### src/rtl/stage1if_if.sv
// ---------------------------------------------------------------------------
// stage1if_if
//   Signal bundle for the instruction fetch stage. Gathers the pipeline
//   control inputs, the instruction memory read port and the decode-facing
//   outputs behind one interface. clk/rst stay plain ports on the module.
//
//   master : the fetch stage itself (stage1if)
//   slave  : its environment (hazard unit, execute stage, imem, decode)
//
//   enable_in        pipeline enable (low behaves as a stall)
//   enable_out       combinational copy of enable_in
//   stall_in         hazard stall
//   branch_taken_in  redirect request
//   branch_pc_in     redirect target
//   imem_rd_out      instruction memory read strobe
//   imem_addr_out    instruction memory word address
//   imem_data_in     instruction memory read data (one cycle after strobe)
//   pc_out           PC of instr_out
//   instr_out        fetched instruction, 24'h0 for a bubble
// ---------------------------------------------------------------------------
interface stage1if_if;
    logic        enable_in;
    logic        enable_out;
    logic        stall_in;
    logic        branch_taken_in;
    logic [23:0] branch_pc_in;
    logic        imem_rd_out;
    logic [23:0] imem_addr_out;
    logic [23:0] imem_data_in;
    logic [23:0] pc_out;
    logic [23:0] instr_out;

    modport master (
        input  enable_in,
        input  stall_in,
        input  branch_taken_in,
        input  branch_pc_in,
        input  imem_data_in,
        output enable_out,
        output imem_rd_out,
        output imem_addr_out,
        output pc_out,
        output instr_out
    );

    modport slave (
        output enable_in,
        output stall_in,
        output branch_taken_in,
        output branch_pc_in,
        output imem_data_in,
        input  enable_out,
        input  imem_rd_out,
        input  imem_addr_out,
        input  pc_out,
        input  instr_out
    );
endinterface

### src/rtl/stage1if.sv
// ---------------------------------------------------------------------------
// stage1if
//   Instruction fetch stage. Owns the program counter, issues word reads to a
//   synchronous instruction memory (data returns the cycle after the strobe)
//   and presents {pc, instr} to decode two cycles after the address issue.
//   Per cycle priority: branch redirect > hold (stall or !enable) > run.
//   Squashed or empty slots are emitted as instr 24'h000000.
//
//   Parameter:
//     RESET_PC   first address fetched after reset
//   Ports:
//     clk        clock, rising edge
//     rst        asynchronous active-high reset
//     bus        stage1if_if.master (control, imem port, decode outputs)
//
//   Build option:
//     STAGE1IF_SKID_EN  defined   : a hold captures the in-flight instruction
//                                   into a one-entry skid; no bubble on release.
//                       undefined : a hold discards the in-flight instruction
//                                   and rewinds fetch_pc; one NOP on release.
// ---------------------------------------------------------------------------
module stage1if #(
    parameter logic [23:0] RESET_PC = 24'h000000
) (
    input  logic      clk,
    input  logic      rst,
    stage1if_if.master bus
);

    typedef enum logic [1:0] {
        ACT_RUN,
        ACT_HOLD,
        ACT_BRANCH
    } action_t;

    action_t     action;
    logic        hold;

    logic [23:0] fetch_pc;
    logic [23:0] req_pc;
    logic        req_valid;
    logic [23:0] pc_latch;
    logic [23:0] instr_latch;

    // Output latch load value for a run cycle
    logic [23:0] load_pc;
    logic [23:0] load_instr;

`ifdef STAGE1IF_SKID_EN
    logic        skid_valid;
    logic [23:0] skid_pc;
    logic [23:0] skid_instr;
`endif

    // -----------------------------------------------------------------------
    // Cycle classification
    // -----------------------------------------------------------------------
    always_comb begin
        hold = bus.stall_in | ~bus.enable_in;
    end

    always_comb begin
        action = ACT_RUN;
        if (bus.branch_taken_in) begin
            action = ACT_BRANCH;
        end else if (hold) begin
            action = ACT_HOLD;
        end
    end

    // -----------------------------------------------------------------------
    // Run-cycle output selection: skid entry first, then the returning read,
    // otherwise a bubble tagged with the last requested PC.
    // -----------------------------------------------------------------------
    always_comb begin
        load_pc    = req_pc;
        load_instr = '0;
`ifdef STAGE1IF_SKID_EN
        if (skid_valid) begin
            load_pc    = skid_pc;
            load_instr = skid_instr;
        end else if (req_valid) begin
            load_instr = bus.imem_data_in;
        end
`else
        if (req_valid) begin
            load_instr = bus.imem_data_in;
        end
`endif
    end

    // -----------------------------------------------------------------------
    // Outputs
    // -----------------------------------------------------------------------
    assign bus.enable_out    = bus.enable_in;
    assign bus.imem_rd_out   = (action == ACT_RUN) & ~rst;
    assign bus.imem_addr_out = fetch_pc;
    assign bus.pc_out        = pc_latch;
    assign bus.instr_out     = instr_latch;

    // -----------------------------------------------------------------------
    // Fetch address and outstanding request
    // -----------------------------------------------------------------------
    always_ff @(posedge clk or posedge rst) begin
        if (rst) begin
            fetch_pc  <= RESET_PC;
            req_pc    <= '0;
            req_valid <= 1'b0;
        end else begin
            unique case (action)
                ACT_BRANCH: begin
                    fetch_pc  <= bus.branch_pc_in;
                    req_valid <= 1'b0;
                end
                ACT_HOLD: begin
                    if (req_valid) begin
`ifndef STAGE1IF_SKID_EN
                        // Data is dropped; rewind so the same word is re-read
                        fetch_pc <= req_pc;
`endif
                        req_valid <= 1'b0;
                    end
                end
                default: begin
                    fetch_pc  <= fetch_pc + 24'd1;
                    req_pc    <= fetch_pc;
                    req_valid <= 1'b1;
                end
            endcase
        end
    end

    // -----------------------------------------------------------------------
    // Output latches
    // -----------------------------------------------------------------------
    always_ff @(posedge clk or posedge rst) begin
        if (rst) begin
            pc_latch    <= '0;
            instr_latch <= '0;
        end else begin
            unique case (action)
                ACT_BRANCH: begin
                    instr_latch <= '0;
                end
                ACT_HOLD: begin
                    pc_latch    <= pc_latch;
                    instr_latch <= instr_latch;
                end
                default: begin
                    pc_latch    <= load_pc;
                    instr_latch <= load_instr;
                end
            endcase
        end
    end

`ifdef STAGE1IF_SKID_EN
    // -----------------------------------------------------------------------
    // Skid entry: filled by a hold that finds a read returning, drained by
    // the next run cycle, dropped by a branch.
    // -----------------------------------------------------------------------
    always_ff @(posedge clk or posedge rst) begin
        if (rst) begin
            skid_valid <= 1'b0;
            skid_pc    <= '0;
            skid_instr <= '0;
        end else begin
            unique case (action)
                ACT_BRANCH: begin
                    skid_valid <= 1'b0;
                end
                ACT_HOLD: begin
                    if (req_valid) begin
                        skid_valid <= 1'b1;
                        skid_pc    <= req_pc;
                        skid_instr <= bus.imem_data_in;
                    end
                end
                default: begin
                    skid_valid <= 1'b0;
                end
            endcase
        end
    end
`endif

endmodule

### src/flat_wrapper.sv
// flat-port wrapper written by rule: the top's interface ports become plain ports
module stage1if_flat 
#(
    parameter logic [23:0] RESET_PC = 24'h000000
)
  (clk, rst, bus_enable_in, bus_stall_in, bus_branch_taken_in, bus_branch_pc_in, bus_imem_data_in, bus_enable_out, bus_imem_rd_out, bus_imem_addr_out, bus_pc_out, bus_instr_out);
  stage1if_if bus_i ();
  input  logic clk;
  input  logic rst;
  input wire logic [$bits(bus_i.enable_in)-1:0] bus_enable_in;
  input wire logic [$bits(bus_i.stall_in)-1:0] bus_stall_in;
  input wire logic [$bits(bus_i.branch_taken_in)-1:0] bus_branch_taken_in;
  input wire logic [$bits(bus_i.branch_pc_in)-1:0] bus_branch_pc_in;
  input wire logic [$bits(bus_i.imem_data_in)-1:0] bus_imem_data_in;
  output wire logic [$bits(bus_i.enable_out)-1:0] bus_enable_out;
  output wire logic [$bits(bus_i.imem_rd_out)-1:0] bus_imem_rd_out;
  output wire logic [$bits(bus_i.imem_addr_out)-1:0] bus_imem_addr_out;
  output wire logic [$bits(bus_i.pc_out)-1:0] bus_pc_out;
  output wire logic [$bits(bus_i.instr_out)-1:0] bus_instr_out;
  assign bus_i.enable_in = bus_enable_in;
  assign bus_i.stall_in = bus_stall_in;
  assign bus_i.branch_taken_in = bus_branch_taken_in;
  assign bus_i.branch_pc_in = bus_branch_pc_in;
  assign bus_i.imem_data_in = bus_imem_data_in;
  assign bus_enable_out = bus_i.enable_out;
  assign bus_imem_rd_out = bus_i.imem_rd_out;
  assign bus_imem_addr_out = bus_i.imem_addr_out;
  assign bus_pc_out = bus_i.pc_out;
  assign bus_instr_out = bus_i.instr_out;
  stage1if #(.RESET_PC(RESET_PC)) u_core (.clk(clk), .rst(rst), .bus(bus_i));
endmodule
### config.mk
export PLATFORM = sky130hd
export DESIGN_NAME = stage1if_flat
export DESIGN_NICKNAME = d
export VERILOG_FILES = /design/src/rtl/stage1if_if.sv /design/src/rtl/stage1if.sv /design/src/flat_wrapper.sv
export SDC_FILE = /design/constraint.sdc
export NUM_CORES = 1
export LEC_CHECK = 0
export ABC_CLOCK_PERIOD_IN_PS = 3400
export CELL_PAD_IN_SITES_DETAIL_PLACEMENT = 0
export CELL_PAD_IN_SITES_GLOBAL_PLACEMENT = 1
export CORE_ASPECT_RATIO = 0.7
export CORE_MARGIN = 10
export CORE_UTILIZATION = 36
export CTS_CLUSTER_SIZE = 30
export DETAILED_ROUTE_END_ITERATION = 16
export PLACE_DENSITY_LB_ADDON = 0.1
export SLEW_MARGIN = 20
export SYNTH_ARGS = -nofsm -noshare
export SYNTH_HDL_FRONTEND = slang
export SYNTH_SLANG_ARGS = --single-unit
### constraint.sdc
create_clock -name clk -period 3.4 [get_ports clk]
set_clock_uncertainty 0.05 [all_clocks]
set_input_delay 0.34 -clock clk [delete_from_list [all_inputs] [get_ports clk]]
set_output_delay 0.34 -clock clk [all_outputs]
set_load 0.02 [all_outputs]
==> summary.md <==
| Metric | Value |
|---|---|
| Status | `completed` |
| Net Sw Power | `a little under 0.001 W` |
| Max H-tree Level | `3` |
| Final Setup Violations | `0` |
| DIE HEIGHT | `114 µm` |
| GRT Overall Usage | `15.9%` |
| Die X | `around 150 µm` |
| Routability Congestion | `between 0.7 and 0.8` |
| Gate Count Post-Synth | `496` |
| Gr busiest metal | `met2` |
| First-pass GRT wire length | `around 23000 µm` |
| Final wirelength | `between 10000 and 15000 µm` |
| Clock sinks | `97` |
| Final min period | `roughly 2.5 ns` |
| P_int | `0.00241 W` |
| Worst-margin pin slew | `just over 0.8 ns` |
| RR Endpoint | `u_core.bus.imem_addr_out[14]$_DFFE_PP0P_` |
| Critical Path Fanout Max | `4` |
| Final Hold Fails | `0` |
| Flop pwr share | `around 43%` |
| Crit-path max cell delay | `around 0.62 ns` |
| Top cell type's share of synthesized area | `roughly 53%` |
| Number of global-route vias before repair | `around 4200` |
| Global route total overflow | `0` |
| Post-CTS Resized | `0` |
| Reg clk slew, reported paths | `about 0.06 ns` |
| Met2 Track Usage GR | `24.9%` |
| RSZ-0062 raised after global routing | `false` |
| Power density over the cells | `between 500 and 600 nW/µm²` |
| Largest net degree at the start of global routing | `57` |
| CTS buffer count | `9` |
| Layout area overhead | `37.9%` |
| Slowest CP cell | `clkdlybuf4s50_1` |
| Max-Cap Viols | `0` |
| Startpoint class of the critical path | `primary input` |
| CTS tree | `built` |
| DR vias/cell | `~5.2` |
| Max Clk Rate | `about 0.40 GHz` |
| Leakage power | `roughly 2.9 nW` |
| Slew Limit Fails | `0` |
| Crit path DAT | `2.11 ns` |
| Initial antenna violation count | `0` |
| DRC | `0` |
| Ratio of cells with drive above 1 in the final layout | `6.08%` |
| Initial detailed-routing violation count | `~420` |
| Root buf cell | `clkbuf_16` |
| Post-CTS setup buffers | `0` |
| Synthesized area | `~4600 µm²` |
| Syn_nets | `550` |
| Port Buffers | `roughly 130` |
| Final TNS setup | `0 ns` |
| FP Rows | `34` |
| Initial Util | `36.8%` |
| Clock network fraction of total power | `between 30% and 40%` |
| Largest area contributor in the netlist | `dfrtp_1` |
| GRT met3 Usage | `under 10%` |
| Nets | `roughly 660` |
| Period utilization | `between 70% and 80%` |
| Clk Latency, worst-skew pair | `0.34 ns` |
| Sw frac | `roughly 29%` |
| Top FF cell, synth | `dfrtp_1` |
| Highest-count cells in the layout ignoring fill and taps | `158 x nand2_1, 125 x clkdlybuf4s50_1, 97 x dfrtp_1` |
| DR pass1 iterations | `4` |
| Crit path kind | `in -> out` |
| Final ANT Viol Nets | `0` |
| Number of synthesized flops with an enable pin | `0` |
| Max-slew headroom | `around 45%` |
| Maximum vdd ir drop | `0.317 mV` |
| Post-synthesis cell type count | `56` |
| Count of state elements after synthesis | `between 90 and 100` |
| Met1 Resource Use GR | `a little over a fifth` |
| Core Region | `between 10000 and 15000 µm²` |
| Power, Total | `0.00339 W` |
| Post-synthesis sequential area ratio | `53.0%` |
| Hpwl dp | `about 9700 µm` |
| Crit path required time | `3.01 ns` |
| Worst Hold Class | `in -> async` |
| Total number of vias | `between 4000 and 5000` |
| Antenna cells | `0` |
| Synth top area cells | `dfrtp_1 53%, nand2_1 13%, a22o_1 4.6%` |
| Post-synth ARST share | `100%` |
| Routed len/inst | `~18 µm` |
| Critical Path, Cell by Cell | `clkdlybuf4s50_1 > or3b_2 > nor2_1 > clkdlybuf4s50_1` |
| Yosys warns | `0` |
| Reg-to-reg startpoint | `u_core.req_valid$_DFF_PP0_` |
| Syn Area/Cell | `9.23 µm²` |
| Most frequent cell on the critical path | `clkdlybuf4s50_1` |
| Die Area | `~18000 µm²` |
| Critical Path Sink Type | `primary output` |
| Worst Slack Setup Final | `between 0.9 and 1 ns` |
| R2R cell count | `3` |
| # IOs | `between 100 and 150` |
| Most common cell after layout, fill and taps aside | `nand2_1` |
| Place WS | `approximately 0.84 ns` |
| Comb pwr share | `between 20% and 30%` |
| Flop-to-flop setup slack | `roughly 1.3 ns` |
| Clock Path Buffers | `2` |
| Hold_buf cts | `0` |
-- layer usage --
layer	share of wire, %	vias to the layer above	wire, µm
met5	0	-	0
met4	0.58	0	82
met3	6.7	7	934
met2	46	126	6490
met1	46	1948	6510
li1	-	1955	-
-- state kept, by name, summed over array words and instances, names as in the netlist --
| name | cells |
|---|---|
| u_core.bus.imem_addr_out | 24 |
| u_core.bus.instr_out | 24 |
| u_core.load_pc | 24 |
| u_core.req_valid | 1 |
| u_core.bus.pc_out | 24 |
-- worst max-delay path: cells and delay by family --
| kind | cells | cell delay, ns |
|---|---|---|
| AND/OR/NAND/NOR | 2 | 0.64 |
| buffers and inverters | 2 | 1.13 |
-- layout make-up --
type | count | area (µm²)
Clock inverter | 4 | 98.8
Timing Repair Buffer | 135 | 1340
Tap cell | 162 | 203
Inverter | 7 | 28.8
Clock buffer | 11 | 253
Sequential cell | 97 | 2430
Fill cell | 1151 | 6110
Multi-Input combinational cell | 355 | 1960
-- power groups by stage --
stage	clock, W	combinational (W)	sequential [W]
2_1_floorplan	0	0.000274	0.00156
3_3_place_gp	0	0.000720	0.00149
3_5_place_dp	0	0.000730	0.00149
4_1_cts	0.00124	0.000733	0.00147
5_1_grt	0.00128	0.000792	0.00150
6_report	0.00120	0.000721	0.00147
-- cells in the mapped netlist (2+ instances only) --
cell	count
and3_1	3
o221a_2	2
a221oi_1	2
a311oi_1	2
a21oi_1	11
o21ai_0	26
nor2_1	14
clkbuf_2	2
buf_2	17
nand4_2	2
o22ai_1	4
nand2b_1	5
nor4_1	3
buf_1	3
dfrtp_1	97
nor3b_1	6
nand4_1	4
o31ai_1	8
nor3_1	11
a22oi_1	2
nand3_1	11
and4b_1	3
nor2b_1	9
a21o_1	2
and4_1	2
inv_1	6
a31oi_1	6
o2bb2ai_1	2
o221ai_1	2
a211o_1	4
a41oi_1	2
nand2_1	158
nor4_4	2
clkbuf_1	14
a211oi_1	5
a22o_1	24
-- cells by family after synthesis --
group | after synthesis | share of synthesized area (%)
compound gates | 110 | 17.1
xor+xnor | 1 | 0.191
fa+ha+maj | 1 | 0.273
buf+inv | 44 | 4.21
flops | 97 | 53.0
mux | 2 | 0.465
simple gates | 241 | 24.7
-- stage by stage --
step / instances / instance area [µm²] / utilization, % / hold slack, ns
2_1_floorplan: 496 / 4580 / - / 0.403
3_3_place_gp: 756 / 5950 / 47.9 / 0.407
3_5_place_dp: 756 / 5950 / 47.9 / 0.411
4_1_cts: 771 / 6310 / 50.8 / 0.398
5_1_grt: 771 / 6310 / 50.8 / 0.439
6_report: 771 / 6310 / 50.8 / 0.393
-- how the worst max path moves through the flow --
stage / cells past startpoint / endpoint / from / slack [ns]
2_1_floorplan: 1 / u_core.bus.imem_addr_out[0]$_DFFE_PP0P_ / rst / 0.48
4_1_cts: 4 / bus_imem_rd_out / bus_enable_in / 0.89
5_1_grt: 4 / bus_imem_rd_out / bus_enable_in / 0.86
3_5_place_dp: 6 / u_core.bus.instr_out[18]$_DFFE_PP0P_ / bus_enable_in / 0.84
6_report: 4 / bus_imem_rd_out / bus_enable_in / 0.90
3_3_place_gp: 6 / u_core.bus.instr_out[10]$_DFFE_PP0P_ / bus_enable_in / 0.90
Note: power is estimated with default switching activity, not from simulation.
